### config.mk
export PLATFORM = sky130hd
export DESIGN_NAME = alu_cmd_sequencer
export DESIGN_NICKNAME = d
export VERILOG_FILES = /design/src/rtl/alu_pkg.sv /design/src/rtl/alu_cmd_sequencer.sv
export SDC_FILE = /design/constraint.sdc
export NUM_CORES = 1
export LEC_CHECK = 0
export ABC_AREA = 1
export CAP_MARGIN = 25
export CORE_MARGIN = 4
export CORE_UTILIZATION = 45
export CTS_CLUSTER_DIAMETER = 30
export DETAILED_ROUTE_END_ITERATION = 16
export GPL_TIMING_DRIVEN = 0
export PLACE_DENSITY = 0.91
export SYNTH_ARGS = -nofsm -noshare
export SYNTH_HDL_FRONTEND = slang
export SYNTH_SLANG_ARGS = --single-unit
### constraint.sdc
create_clock -name clk -period 1.7 [get_ports clk]
set_clock_uncertainty 0.15 [all_clocks]
set_input_delay 0.34 -clock clk [delete_from_list [all_inputs] [get_ports clk]]
set_output_delay 0.34 -clock clk [all_outputs]
set_load 0.01 [all_outputs]
### src/rtl/alu_pkg.sv
// Shared constants for the 4-bit alu and its command sequencer:
// opcodes, command modes and the sequencer state encoding.
package alu_pkg;

    localparam logic [2:0] ALU_ADD = 3'b000;
    localparam logic [2:0] ALU_SUB = 3'b001;
    localparam logic [2:0] ALU_AND = 3'b010;
    localparam logic [2:0] ALU_OR  = 3'b011;
    localparam logic [2:0] ALU_XOR = 3'b100;
    localparam logic [2:0] ALU_NOT = 3'b101;
    localparam logic [2:0] ALU_SHL = 3'b110;
    localparam logic [2:0] ALU_SHR = 3'b111;

    typedef enum logic [1:0] {
        MODE_LOAD      = 2'b00,
        MODE_EXEC_WB   = 2'b01,
        MODE_EXEC_TEST = 2'b10,
        MODE_CLEAR     = 2'b11
    } cmd_mode_t;

    typedef enum logic [1:0] {
        ST_IDLE = 2'b00,
        ST_EXEC = 2'b01,
        ST_RESP = 2'b10
    } seq_state_t;

endpackage

### src/rtl/alu_cmd_sequencer.sv
// Sequences commands through an external combinational alu into an
// accumulator, returning acc and flags on a valid/ready response channel.
module alu_cmd_sequencer
    import alu_pkg::*;
#(
    parameter int WIDTH   = 4,
    parameter int COUNT_W = 8
) (
    input  logic               clk,
    input  logic               rst_n,
    input  logic               cmd_valid,
    output logic               cmd_ready,
    input  logic [1:0]         cmd_mode,
    input  logic [2:0]         cmd_op,
    input  logic [WIDTH-1:0]   cmd_b,
    output logic [WIDTH-1:0]   alu_a,
    output logic [WIDTH-1:0]   alu_b,
    output logic [2:0]         alu_sel,
    input  logic [WIDTH-1:0]   alu_result,
    input  logic               alu_carry,
    input  logic               alu_zero,
    output logic               rsp_valid,
    input  logic               rsp_ready,
    output logic [WIDTH-1:0]   rsp_acc,
    output logic               rsp_carry,
    output logic               rsp_zero,
    output logic [COUNT_W-1:0] op_count
);

    seq_state_t       state, state_nx;
    cmd_mode_t        mode_q;
    logic [WIDTH-1:0] acc;
    logic             carry_q, zero_q;
    logic             accept;

    always_ff @(posedge clk or negedge rst_n) begin
        if (!rst_n) state <= ST_IDLE;
        else        state <= state_nx;
    end

    // cmd_ready is gated by rst_n so nothing is offered while reset is held
    always_comb begin
        state_nx  = state;
        cmd_ready = 1'b0;
        rsp_valid = 1'b0;
        case (state)
            ST_IDLE: begin
                cmd_ready = rst_n;
                if (cmd_valid && rst_n) state_nx = ST_EXEC;
            end
            ST_EXEC: state_nx = ST_RESP;
            ST_RESP: begin
                rsp_valid = 1'b1;
                if (rsp_ready) state_nx = ST_IDLE;
            end
            default: state_nx = ST_IDLE;
        endcase
    end

    assign accept = cmd_valid && cmd_ready;

    // alu_b/alu_sel double as the registered b and op for the command
    always_ff @(posedge clk or negedge rst_n) begin
        if (!rst_n) begin
            mode_q   <= MODE_LOAD;
            alu_a    <= '0;
            alu_b    <= '0;
            alu_sel  <= '0;
            acc      <= '0;
            carry_q  <= 1'b0;
            zero_q   <= 1'b1;
            op_count <= '0;
        end else begin
            if (accept) begin
                mode_q  <= cmd_mode_t'(cmd_mode);
                alu_a   <= acc;
                alu_b   <= cmd_b;
                alu_sel <= cmd_op;
            end
            if (state == ST_EXEC) begin
                case (mode_q)
                    MODE_LOAD: begin
                        acc     <= alu_b;
                        carry_q <= 1'b0;
                        zero_q  <= (alu_b == '0);
                    end
                    MODE_EXEC_WB: begin
                        acc     <= alu_result;
                        carry_q <= alu_carry;
                        zero_q  <= alu_zero;
                    end
                    MODE_EXEC_TEST: begin
                        carry_q <= alu_carry;
                        zero_q  <= alu_zero;
                    end
                    default: begin
                        acc     <= '0;
                        carry_q <= 1'b0;
                        zero_q  <= 1'b1;
                    end
                endcase
                if ((mode_q == MODE_EXEC_WB || mode_q == MODE_EXEC_TEST) &&
                    op_count != '1)
                    op_count <= op_count + 1'b1;
            end
        end
    end

    assign rsp_acc   = acc;
    assign rsp_carry = carry_q;
    assign rsp_zero  = zero_q;

endmodule

==> run metrics <==
Seq/Total Area, Yosys=51.7%; post-route minimum period=1.61 ns; mapped cell area=1410 um2; CTS H-tree depth=2; Initial Util=46.4%; Overall Global Routing Usage=17.2%; slew margin rel.=40.5%; final net count=259; Area Overhead vs Synth=46.9%; CTS Buf Count=5; clock tree sinks=29; reg2reg end=op_count[6]; status=complete, no violations; Post-route DRC=0; RR Startpoint=op_count[1]; CP max FO=3; Worst Setup SP=state[0]; WS Path Type=reg2out; maximum capacitance violations=0; Pre-antenna DRT Iters=4; Overflow after GRT=0; Hold Vio Cnt, Final=0; CP Capture Type=output port; CTS tree=yes; Final setup viols=0; LEAKAGE=0.00110 uW; arrival time worst endpoint=1.12 ns; largest net degree at the start of global routing=21; final worst-path cycle share=94.7%; Die Span Y=63.9 um; Worst Tran Pin Value=0.892 ns; synthesis-stage register bit count=29; distinct cell type count after synthesis=23; row cnt=20; Non-Filler Instances=279; Mapped Nets=195; Top Ports=46; layout cells sized above 1=14.0%; first-pass GRT wire length=5.49 mm; Worst R2R Path Depth=9; placed cells=261; drt wl/cell=11.6 um; Clk Latency, worst-skew pair=0.31 ns; Slew Limit Fails=0; Root Driver=clkbuf_4; deepest clock path buffer count=2; drt via density=4.74; final WL=3.23 mm; Syn Inst Count=171; initial antenna violation count=0; Fmax=621 MHz; CP Data Required Time=1.21 ns; die area=4080 um2; worst slack, placed=-1.03 ns; core area=3030 um2; maximum vdd drop=617 uV; Avg Cell Area, Syn=8.22 um2; PwrDens=1170 nW/um2; crit path launch type=flop; antenna diode count=0; Layout Utilization=68.2%; die width=63.9 um; IO Port Bufs=45; CTS clock-pin slew for the worst setup and hold paths=0.09 ns; gpl congestion=0.805; Synth warnings=0; Worst R2R Setup Slack=0.12 ns; dpl hpwl=2.37 mm; Iter 0 DRT Violations=73; Routed Antenna Nets=0; final setup margin=0.0907 ns; type of the worst min-delay path=in2async; via count=1,322; vias in the first global route=1,291
## synth_stat cells (all sizes together)
master	n	area, um2
nand2	73	279
o21ai	15	75.1
a21oi	3	15.0
or2	1	6.26
nor2	13	53.8
nand3b	3	22.5
xnor2	2	17.5
buf	3	27.5
nor3b	1	12.5
dfrtp	28	701
a31oi	1	6.26
dfstp	1	26.3
nand3	2	15.0
xor2	1	8.76
ha	5	62.6
nand4	2	12.5
inv	16	60.1
clkinv	1	5.00
## critical path: stages (launching register included)
cell      delay, ns
dfrtp_1        0.43
nor3b_4        0.21
clkbuf_2       0.17
## metrics by stage
stage               area, um2  total power [uW]  setup TNS, ns  hold WS [ns]
floorplan                1410              1510              0        -0.106
global placement         1910              2040         -26.17         0.316
detailed placement       1940              2080         -10.08         0.318
CTS                      2050              2420        -0.0591         0.337
global route             2070              2590       -0.00604         0.362
finish                   2070              2410              0         0.288
## per-layer routing
| metal | track usage [%] | wire length (um) |
|---|---|---|
| met1 | 21.1 | 1360 |
| met2 | 28.1 | 1620 |
| met3 | 4.57 | 214 |
| met4 | 7.55 | 36 |
| met5 | 0 | 0 |
## cells in the final DEF (no fill, tap or decap), types with 2 or more instances in the layout
cell type,count
clkbuf_4,5
dfrtp_1,26
buf_6,2
clkbuf_2,2
o21ai_0,10
a21oi_1,3
dlygate4sd2_1,24
nand2_1,70
clkdlybuf4s50_1,17
xnor2_1,2
ha_1,4
dlygate4sd3_1,2
nand3b_1,3
nor2_1,11
inv_1,16
nand2_2,3
buf_4,9
dfrtp_2,2
nand4_1,2
o21ai_1,5
## cell type report
type / instances / area (um2)
fill: 244 / 962
sequential: 29 / 729
multi-input combinational: 122 / 603
timing repair buffer: 57 / 531
inverter: 17 / 65.1
clock buffer: 7 / 55.1
tap: 44 / 55.1
buffer: 3 / 27.5
## cell families after synthesis
group           after synthesis  share of synthesized area (%)
compound gates               19                           6.85
xor+xnor                      3                           1.87
flops                        29                           51.7
fa+ha+maj                     5                           4.45
buf+inv                      20                           6.58
simple gates                 95                           28.6
## power breakdown
part / switching [uW] / internal (uW)
Combinational: 503 / 456
Clock: 221 / 195
Sequential: 130 / 907
Total: 855 / 1560
## registers in the layout, summed over array words and instances (netlist names)
signal / cells
rsp_acc: 4
alu_a: 4
alu_sel: 3
mode_q: 2
state: 2
rsp_carry: 1
alu_b: 4
op_count: 8
rsp_zero: 1
## what timing repair did
item	4_1_cts	5_1_grt
hold endpoints to repair	28	0
endpoints found under the setup margin	41	31
pin swaps	0	1
setup buffers	8	0
hold buffers	3	0
gates resized for setup	34	11
## worst max-delay path by stage
stage / endpoint / slack [ns] / cells past startpoint
after global routing: op_count[3] / -0.006 / 9
after detailed placement: cmd_ready / -1.03 / 4
after global placement: cmd_ready / -1.50 / 3
after CTS: cmd_ready / -0.06 / 2
final: cmd_ready / 0.09 / 2
after floorplan: op_count[3] / 0.23 / 8
(Power assumes the default switching activity.)
